[src/rtl/uart_tx_serializer.sv]
// Byte-to-serial UART transmitter: 8N1 frames, LSB first, divider-based bit timing.
// Define UART_TX_PARITY_EN to insert a parity bit (8E1/8O1, sense set by PARITY_ODD).
module uart_tx_serializer #(
    parameter int CLKS_PER_BIT = 434,
    parameter int STOP_BITS    = 1,
    parameter bit PARITY_ODD   = 1'b0
) (
    input  logic       clk,
    input  logic       reset,
    input  logic [7:0] data,
    input  logic       dataReady,
    output logic       busy,
    output logic       tx
);

    localparam int DIV_W = $clog2(CLKS_PER_BIT);
    localparam logic [DIV_W-1:0] DIV_LAST = DIV_W'(CLKS_PER_BIT - 1);
    localparam logic STOP_LAST = (STOP_BITS == 2);

    typedef enum logic [2:0] {
        IDLE   = 3'd0,
        START  = 3'd1,
        DATA   = 3'd2,
`ifdef UART_TX_PARITY_EN
        PARITY = 3'd3,
`endif
        STOP   = 3'd4
    } state_t;

    state_t           state_q, state_d;
    logic [DIV_W-1:0] divCnt_q, divCnt_d;
    logic [2:0]       bitIdx_q, bitIdx_d;
    logic [7:0]       shift_q, shift_d;
    logic             stopCnt_q, stopCnt_d;
    logic             tx_q, tx_d;
    logic             busy_q, busy_d;
    logic             lastTick;

`ifdef UART_TX_PARITY_EN
    logic parity_q, parity_d;
`else
    logic unusedParityOdd;
    assign unusedParityOdd = PARITY_ODD;
`endif

    assign lastTick = (divCnt_q == DIV_LAST);
    assign tx       = tx_q;
    assign busy     = busy_q;

    always_ff @(posedge clk or posedge reset) begin
        if (reset) begin
            state_q   <= IDLE;
            divCnt_q  <= '0;
            bitIdx_q  <= '0;
            shift_q   <= '0;
            stopCnt_q <= 1'b0;
            tx_q      <= 1'b1;
            busy_q    <= 1'b0;
`ifdef UART_TX_PARITY_EN
            parity_q  <= 1'b0;
`endif
        end else begin
            state_q   <= state_d;
            divCnt_q  <= divCnt_d;
            bitIdx_q  <= bitIdx_d;
            shift_q   <= shift_d;
            stopCnt_q <= stopCnt_d;
            tx_q      <= tx_d;
            busy_q    <= busy_d;
`ifdef UART_TX_PARITY_EN
            parity_q  <= parity_d;
`endif
        end
    end

    // tx_d is the value of the line for the next cycle, so every bit boundary
    // loads the upcoming bit one edge early and tx stays a pure flop output.
    always_comb begin
        state_d   = state_q;
        divCnt_d  = divCnt_q;
        bitIdx_d  = bitIdx_q;
        shift_d   = shift_q;
        stopCnt_d = stopCnt_q;
        tx_d      = tx_q;
        busy_d    = busy_q;
`ifdef UART_TX_PARITY_EN
        parity_d  = parity_q;
`endif

        case (state_q)
            IDLE: begin
                tx_d      = 1'b1;
                busy_d    = 1'b0;
                divCnt_d  = '0;
                bitIdx_d  = '0;
                stopCnt_d = 1'b0;
                if (dataReady) begin
                    shift_d = data;
                    state_d = START;
                    busy_d  = 1'b1;
                    tx_d    = 1'b0;
`ifdef UART_TX_PARITY_EN
                    parity_d = (^data) ^ PARITY_ODD;
`endif
                end
            end

            START: begin
                if (lastTick) begin
                    divCnt_d = '0;
                    bitIdx_d = '0;
                    state_d  = DATA;
                    tx_d     = shift_q[0];
                end else begin
                    divCnt_d = divCnt_q + 1'b1;
                end
            end

            DATA: begin
                if (lastTick) begin
                    divCnt_d = '0;
                    shift_d  = shift_q >> 1;
                    bitIdx_d = bitIdx_q + 3'd1;
                    if (bitIdx_q == 3'd7) begin
`ifdef UART_TX_PARITY_EN
                        state_d = PARITY;
                        tx_d    = parity_q;
`else
                        state_d   = STOP;
                        stopCnt_d = 1'b0;
                        tx_d      = 1'b1;
`endif
                    end else begin
                        tx_d = shift_q[1];
                    end
                end else begin
                    divCnt_d = divCnt_q + 1'b1;
                end
            end

`ifdef UART_TX_PARITY_EN
            PARITY: begin
                if (lastTick) begin
                    divCnt_d  = '0;
                    stopCnt_d = 1'b0;
                    state_d   = STOP;
                    tx_d      = 1'b1;
                end else begin
                    divCnt_d = divCnt_q + 1'b1;
                end
            end
`endif

            STOP: begin
                tx_d = 1'b1;
                if (lastTick) begin
                    divCnt_d = '0;
                    if (stopCnt_q == STOP_LAST) begin
                        state_d = IDLE;
                        busy_d  = 1'b0;
                    end else begin
                        stopCnt_d = stopCnt_q + 1'b1;
                    end
                end else begin
                    divCnt_d = divCnt_q + 1'b1;
                end
            end

            default: begin
                state_d   = IDLE;
                divCnt_d  = '0;
                bitIdx_d  = '0;
                stopCnt_d = 1'b0;
                tx_d      = 1'b1;
                busy_d    = 1'b0;
            end
        endcase
    end

endmodule

[config.mk]
export PLATFORM = sky130hd
export DESIGN_NAME = uart_tx_serializer
export DESIGN_NICKNAME = d
export VERILOG_FILES = /design/src/rtl/uart_tx_serializer.sv
export SDC_FILE = /design/constraint.sdc
export NUM_CORES = 1
export LEC_CHECK = 0
export CAP_MARGIN = 15
export CORE_ASPECT_RATIO = 1.25
export CORE_MARGIN = 2
export CORE_UTILIZATION = 45
export DETAILED_ROUTE_END_ITERATION = 10
export GPL_TIMING_DRIVEN = 0
export PLACE_DENSITY_LB_ADDON = 0.1
export SLEW_MARGIN = 10
export SYNTH_ARGS = -nofsm -noshare
export SYNTH_HDL_FRONTEND = slang
export SYNTH_SLANG_ARGS = --single-unit
[constraint.sdc]
create_clock -name clk -period 3.2 [get_ports clk]
set_input_delay 0.64 -clock clk [delete_from_list [all_inputs] [get_ports clk]]
set_output_delay 0.64 -clock clk [all_outputs]
set_load 0.05 [all_outputs]
* Word level (Yosys, flattened, before mapping)
Index checks and enable logic that the tools add are counted.
Widths: inputs -> output; s select.
** Cells by class
- $add $sub $neg :: 3
- Equal/unequal tests :: 11
- Multiplexer cells :: 29
- Bitwise operators :: 3
- Reductions and logical operators :: 10
** Operator list (number)
- $mux 3 :: 8
- $mux 9 :: 2
- $mux 8 :: 2
- $pmux 8 s2 :: 1
- $ne 2x2->1 const B :: 6
- $pmux 3 s4 :: 1
- $mux 1 :: 11
- $add 9x1->9 const B :: 1
- $eq 9x9->1 const B :: 1
- $pmux 1 s3 :: 3
- $pmux 3 s3 :: 1
- $reduce_and 3->1 :: 3
- $eq 3x3->1 const B :: 2
- $reduce_and 6->1 :: 1
- $reduce_and 4->1 :: 1
- $add 3x1->3 const B :: 1
- $eq 3x1->1 const B :: 1
- $eq 3x2->1 const B :: 1
- $logic_not 3->1 :: 1
- $not 1->1 :: 3
- $reduce_or 3->1 :: 1
- $reduce_and 2->1 :: 1
- $reduce_bool 2->1 :: 1
- $reduce_or 2->1 :: 1
- $add 1x1->1 const B :: 1
** Word-level totals
- Register bits :: 26
- Input port bits :: 11

* Depth between registers and ports, before layout
Gate-level depths: netlist (run 1).
- Word-level depth :: 4
- Mapped depth :: 7
- Mapped depth without buffers :: 6

* Worst setup path after synthesis (run 1)
No wires, ideal clock.
- Kind :: flip-flop to flip-flop
- From :: register bitIdx_q[0]
- To :: register tx_q (netlist: tx)
- Data arrival time :: 1.374 ns
- Required time :: 3.116 ns
- Slack :: 1.742 ns
- Stages on the path, launching flop included :: 6
- Path buffers :: 0
- Cells stage by stage :: dfrtp_1 ha_1 ha_1 nor4b_1 a211oi_1 a311o_1
** Between the ends
- Cells in the longest elaborated chain, start to end :: 4
** Ends and longest elaborated chain
- start, declared :: line 32 : logic [2:0] bitIdx_q, bitIdx_d;
- start signal, assigned :: line 65 : bitIdx_q <= bitIdx_d;
- $eq 3x3->1 :: line 124 : if (bitIdx_q == 3'd7) begin
- $mux 1 :: line 124
- $mux 1 :: line 120 : if (lastTick) begin
- $pmux 1 s3 :: line 90 : case (state_q)
- end signal, assigned :: line 68 : tx_q <= tx_d;
- end, declared :: line 35 : logic tx_q, tx_d;
Every way passes these cells. The select of a mux whose other input is x is not followed.
A chain may end at the register's enable or synchronous reset.

* Worst setup path in the final report (run 1)
- From :: register tx_q (netlist: tx)
- To :: output port tx
** RTL lines
- end, declared :: line 13 : output logic tx
No word-level cell between the ends.

==> results of run 1 <==
[layout make-up]
type                            instances  area (µm²)  share of cell area
Inverter                                3        11.3             0.00711
Sequential cell                        25         627               0.396
Tap cell                               36        45.0              0.0285
Multi-Input combinational cell         92         714               0.451
Clock inverter                          1        7.51             0.00474
Timing Repair Buffer                   12         120              0.0759
Clock buffer                            3        22.5              0.0142
Buffer                                  5        35.0              0.0221
[through the flow]
stage	instances	area (µm²)	util	setup slack (ns)	total power, µW
after global routing	177	1580	0.537	0.843	791
final	177	1580	0.537	0.887	740
after global placement	173	1550	0.527	1.06	592
after detailed placement	173	1550	0.527	1.05	601
after floorplan	125	1390	-	1.74	548
after CTS	177	1580	0.537	0.867	753
[registers in the layout (all words and copies together), names as in the netlist]
signal,count
bitIdx_q,3
tx,1
divCnt_q,9
busy,1
shift_q,8
state_q,3
[power by group through the flow]
stage / Clock (µW) / Combinational [µW] / Sequential [µW]
2_1_floorplan: 0 / 107 / 441
3_3_place_gp: 0 / 150 / 441
3_5_place_dp: 0 / 157 / 444
4_1_cts: 158 / 157 / 438
5_1_grt: 168 / 178 / 445
6_report: 149 / 154 / 437
[cells by family (layout without fill, tap and decap cells)]
family,count (synthesis),in the layout,share of synthesized area
buf+inv,8,24,0.0334
xor+xnor,9,9,0.0568
flops,25,25,0.452
fa+ha+maj,4,4,0.0361
mux,2,2,0.0144
compound gates,24,24,0.165
simple gates,53,53,0.243
[worst paths after layout]
path                            slack (ns)                      to               startpoint  cells past startpoint
worst max-delay path                  0.89                      tx           tx$_DFFE_PP1P_                      1
worst min-delay path                  0.53   divCnt_q[0]$_DFF_PP0_    divCnt_q[0]$_DFF_PP0_                      1
worst max register to register        1.62          tx$_DFFE_PP1P_  bitIdx_q[0]$_DFFE_PP0P_                      5
worst min register to register        0.53   divCnt_q[0]$_DFF_PP0_    divCnt_q[0]$_DFF_PP0_                      1
max in group asynchronous             1.79  state_q[2]$_DFFE_PP0P_                    reset                      2
min in group asynchronous             0.82  shift_q[2]$_DFFE_PP0P_                    reset                      2
[cells in the final DEF, fill, tap and decap left out, drive strengths merged]
master         instances
nor4b                  1
and4bb                 1
a311o                  1
a2111oi                1
o21ai                  4
and4                   1
xor2                   5
or2b                   6
xnor2                  4
mux2i                  2
o211ai                 1
a21oi                  2
a32o                   1
ha                     4
nand2                  8
o22ai                  1
nor2b                  2
o221ai                 3
buf                    4
a211oi                 1
o311ai                 1
clkinvlp               1
dfstp                  1
nand3b                 2
dfrtp                 24
nand2b                 7
nand4                  2
a31oi                  1
and2                   1
nand3                  4
nor3b                  1
o221a                  7
nor3                   2
clkbuf                 4
clkdlybuf4s50         12
and4b                  1
nor2                  14
inv                    3
[routing by layer]
| metal | vias up | routed length (µm) | share of wire |
|---|---|---|---|
| li1 | 489 | - | - |
| met1 | 490 | 1170 | 0.45 |
| met2 | 20 | 1310 | 0.51 |
| met3 | 2 | 70 | 0.027 |
| met4 | 0 | 20 | 0.0078 |
| met5 | - | 0 | 0 |
==> metrics.cfg, run 1 <==
[route]
ant_nets = 0
firstDrtPassIters = 4
viasPerCell = 5.66
drt-initial-drc-count = 36
vias = 1001
remaining_drc_errors = 0
wl_um = 2570
wire_per_inst_um = 14.5

[hold_path]
hold_class = reg2reg

[timing]
totalNegativeSetupSlack_ns = 0
tightest_slew_ns = 0.961
post-route-period-util = 0.723
fmax_mhz = 432
post-route-min-period_ns = 2.31
skew_ns = 0.0111
grt_setup_unrepaired = no
hold_viol = 0
final_max_slew_viol_count = 0
hold_ws_ns = 0.531
slew_headroom = 0.359
setup_viol = 0

[grt]
gr-usage-met3 = 0.0204
antenna_found_initial = 0
grt_max_degree = 26
grtUsageMet1 = 0.217
grt_overflow = 0
grt_use_met2 = 0.293
grt_pass1_wl_um = 4480
busiest_layer = met2
grt_pass1_vias = 1008
grt.total_usage = 0.172

[cts]
cts_buffer_depth = 2
cts_resized = 0
cts.htree.levels = 1
postCtsSetupRepairBufs = 0
clock-root-buffer = clkbuf_4
cts_hold_buffers = 0
path_clk_slew_ns = 0.15
cts_made_buffers = 3
clock_sinks = 25
cts_tree = yes
clock_latency_ns = 0.33

[placement]
port_buffers = 12
globalplace.congestion = 0.804
hpwl_um = 1890

[worst_setup_path]
cpLargestDelayFamily = buffers and inverters
cp_max_fo = 2
end_kind = output pin
critPathBufInv = 1
path_class = reg2out
path_cells = clkdlybuf4s50_1
cp_slowest_cell = clkdlybuf4s50_1
cpPeakStageDelay_ns = 0.80
cp_data_arrival_time_ns = 1.67
crit_required_ns = 2.56
start_kind = flip-flop

[pwr]
power.share.clock = 0.201
combPwrFrac = 0.208
p_sw_frac = 0.315
p_per_area_nw_per_um2 = 468
share_seq_of_total_power = 0.590
p_leak_uw = 0.000652
power_switching_uw = 233
vdd_drop_max_uv = 325
internal_power_uw = 507

[synth]
avgSynthCellArea_um2 = 11.1
ys_ff_latch = 25
synth_top_cell_by_area = dfrtp_1
netlist_area_um2 = 1390
synthTopCellsByArea = dfrtp_1, o221a_2, nor2_1
yosys_warnings = 0
synthCells = 125
seq_area_frac_synth = 0.452
synth_cell_types = 43
ys.flop_type = dfrtp_1
netlist.area_leader.share = 0.433
yosys-top-cells-count = dfrtp_1, nor2_1, nand2_1, o221a_2
synth_nets = 140
synth_edf_count = 0
yosysMostFrequentCell = dfrtp_1
synthArstFlopShare = 1.00

[layout]
syn_to_final_growth_pct = 14.1
nFillCells = 266
layout.nets = 157
n_antenna_cell = 0
drive_gt1_frac = 0.191

[run_status]
status = complete, no violations

[floorplan]
fp-row-count = 22
io_pins = 13
die_h_um = 66.1
dieArea_um2 = 3550
chipWidth_um = 53.7
start_util = 0.471
core_area_um2 = 2950

[flow_run]
drv_cap = 0

No activity file was read; power rests on OpenSTA's default activity.
==> inputs of run 2 (changes only) <==
- clock period: 3.2 -> 2.35 ns (I/O delays scaled with it)
==> results of run 2 <==
Same layout as run 1 (identical final DEF). Status: complete, no violations.
Among the figures that moved: setup slack after placement 1.05 ns -> 0.366 ns; setup slack after layout 0.887 ns -> 0.207 ns; register-to-register setup slack 1.62 ns -> 0.77 ns; total power 740 µW -> 1010 µW; worst IR drop on VDD 325 µV -> 443 µV
==> inputs of run 3 (changes only) <==
- CORE_MARGIN: 2 -> 8
- CORE_UTILIZATION: 45 -> 50
==> metrics.cfg, run 3 (synthesis gave the netlist of run 1 again) <==
[pwr]
vdd_drop_max_uv = 372
p_per_area_nw_per_um2 = 631
p_leak_uw = 0.000653  ; +0.16%

[layout]
drive_gt1_frac = 0.184  ; -0.00709
largest_register_ffs = 9  ; unchanged
layout.nets = 157  ; unchanged
design_area_um2 = 1580  ; -0.40%
syn_to_final_growth_pct = 13.6
mostFrequentLayoutCell = dfrtp_1
n_antenna_cell = 0  ; unchanged
top_regs = divCnt_q (9), shift_q (8)
postLayoutCoreUtil = 0.594  ; +0.0567
top_register = divCnt_q
layout_common_cells = dfrtp_1, nor2_1, clkdlybuf4s50_1

[placement]
placed_area_um2 = 1550  ; -0.16%
hpwl_um = 1930  ; +1.9%
dp_slack_ns = 0.376
port_buffers = 12  ; unchanged
globalplace.congestion = 0.814  ; +1.2%

[floorplan]
die_h_um = 74.9  ; +13%
core_area_um2 = 2650  ; -9.9%
dieArea_um2 = 4730  ; +33%
start_util = 0.523  ; +0.0518
fp-row-count = 21  ; -4.5%
chipWidth_um = 63.1  ; +18%
io_pins = 13  ; unchanged

[timing]
post-route-period-util = 0.915
setup_slack_ns = 0.200
slew_headroom = 0.386  ; +0.0275
setup_viol = 0  ; unchanged
fmax_mhz = 465
tightest_slew_ns = 0.920  ; -0.0412 ns
totalNegativeSetupSlack_ns = 0  ; unchanged
skew_ns = 0.0140  ; +0.00290 ns
grt_setup_unrepaired = no
post-route-min-period_ns = 2.15
final_max_slew_viol_count = 0  ; unchanged
hold_viol = 0  ; unchanged

[route]
wl_um = 2590  ; +0.86%
remaining_drc_errors = 0  ; unchanged
firstDrtPassIters = 4  ; unchanged
wire_per_inst_um = 14.8  ; +2.0%
ant_nets = 0  ; unchanged
drt-initial-drc-count = 39  ; +8.3%
viasPerCell = 5.71  ; +1.0%
vias = 1000  ; -0.10%

[grt]
grt_overflow = 0  ; unchanged
grt_max_degree = 26  ; unchanged
grt_pass1_vias = 1048  ; +4.0%
antenna_found_initial = 0  ; unchanged
grt_pass1_wl_um = 4690  ; +4.6%
grt.total_usage = 0.122  ; -0.0502

[worst_setup_path]
r2r_slack_ns = 0.76
path_cells = clkdlybuf4s50_1
crit_required_ns = 1.88
cpPeakStageDelay_ns = 0.80  ; about the same
end_kind = output pin
r2r-start = bitIdx_q[0]$_DFFE_PP0P_
cp_slowest_cell = clkdlybuf4s50_1
crit_path_start = tx$_DFFE_PP1P_
r2r-end = tx$_DFFE_PP1P_
cp_max_fo = 2  ; unchanged
start_kind = flip-flop
critPathBufInv = 1  ; unchanged
cp_data_arrival_time_ns = 1.68  ; about the same
path_class = reg2out
reg2regPathDepth = 5  ; unchanged
cpLargestDelayFamily = buffers and inverters

[hold_path]
holdPathEnd = divCnt_q[0]$_DFF_PP0_
hold_start = divCnt_q[0]$_DFF_PP0_
hold_class = reg2reg
hold_depth = 1  ; unchanged

[cts]
cts.htree.levels = 1  ; unchanged
clock_sinks = 25  ; unchanged
clock_latency_ns = 0.32  ; about the same
cts_made_buffers = 3  ; unchanged
postCtsSetupRepairBufs = 0  ; unchanged
cts_tree = yes
path_clk_slew_ns = 0.14  ; about the same
cts_resized = 0  ; unchanged
clock-root-buffer = clkbuf_4
cts_buffer_depth = 2  ; unchanged
cts_hold_buffers = 0  ; unchanged

[run_status]
status = complete, no violations

[flow_run]
drv_cap = 0  ; unchanged

## run 3: cell types whose count changed in the layout (fill, tap and decap cells not counted)
cell and change:
clkbuf_1 +1, clkinvlp_4 -1
## run 3: per-stage QoR
step | power (µW) | std cells | hold WS [ns]
4_1_cts | 1010 | 175 | 0.525
6_report | 995 | 175 | 0.521
5_1_grt | 1070 | 175 | 0.543
3_3_place_gp | 806 | 171 | 0.504
2_1_floorplan | 746 | 125 | 0.471
3_5_place_dp | 813 | 171 | 0.509
## run 3: final cells by class
class	count	area [µm²]
timing repair buffer	12	120
buffer	5	35.0
tap	34	42.5
multi-input combinational	92	714
sequential	25	627
fill	221	1080
inverter	3	11.3
clock buffer	4	26.3
## run 3: report_power, final
group,leakage [µW],switching [µW],internal [µW]
combinational,0.000335,96.5,114
clock,0.0000150,126,66.4
sequential,0.000303,79.3,512
total,0.000653,302,692
## run 3: worst max path at each step
stage	endpoint	slack, ns	cells past startpoint
after detailed placement	shift_q[4]$_DFFE_PP0P_	0.38	5
final	tx	0.20	1
after floorplan	tx$_DFFE_PP1P_	0.89	5
after CTS	tx	0.18	1
after global routing	tx	0.16	1
after global placement	shift_q[5]$_DFFE_PP0P_	0.39	5
## run 3: routing by layer
| metal | part of all wire | wire length, µm | vias to the layer above | global-route usage |
|---|---|---|---|---|
| met3 | 0.027 | 70 | 4 | 0.0253 |
| met5 | 0 | 0 | - | 0 |
| met1 | 0.48 | 1240 | 491 | 0.148 |
| met2 | 0.48 | 1250 | 15 | 0.208 |
| met4 | 0.012 | 31 | 0 | 0.0533 |
| li1 | - | - | 490 | - |
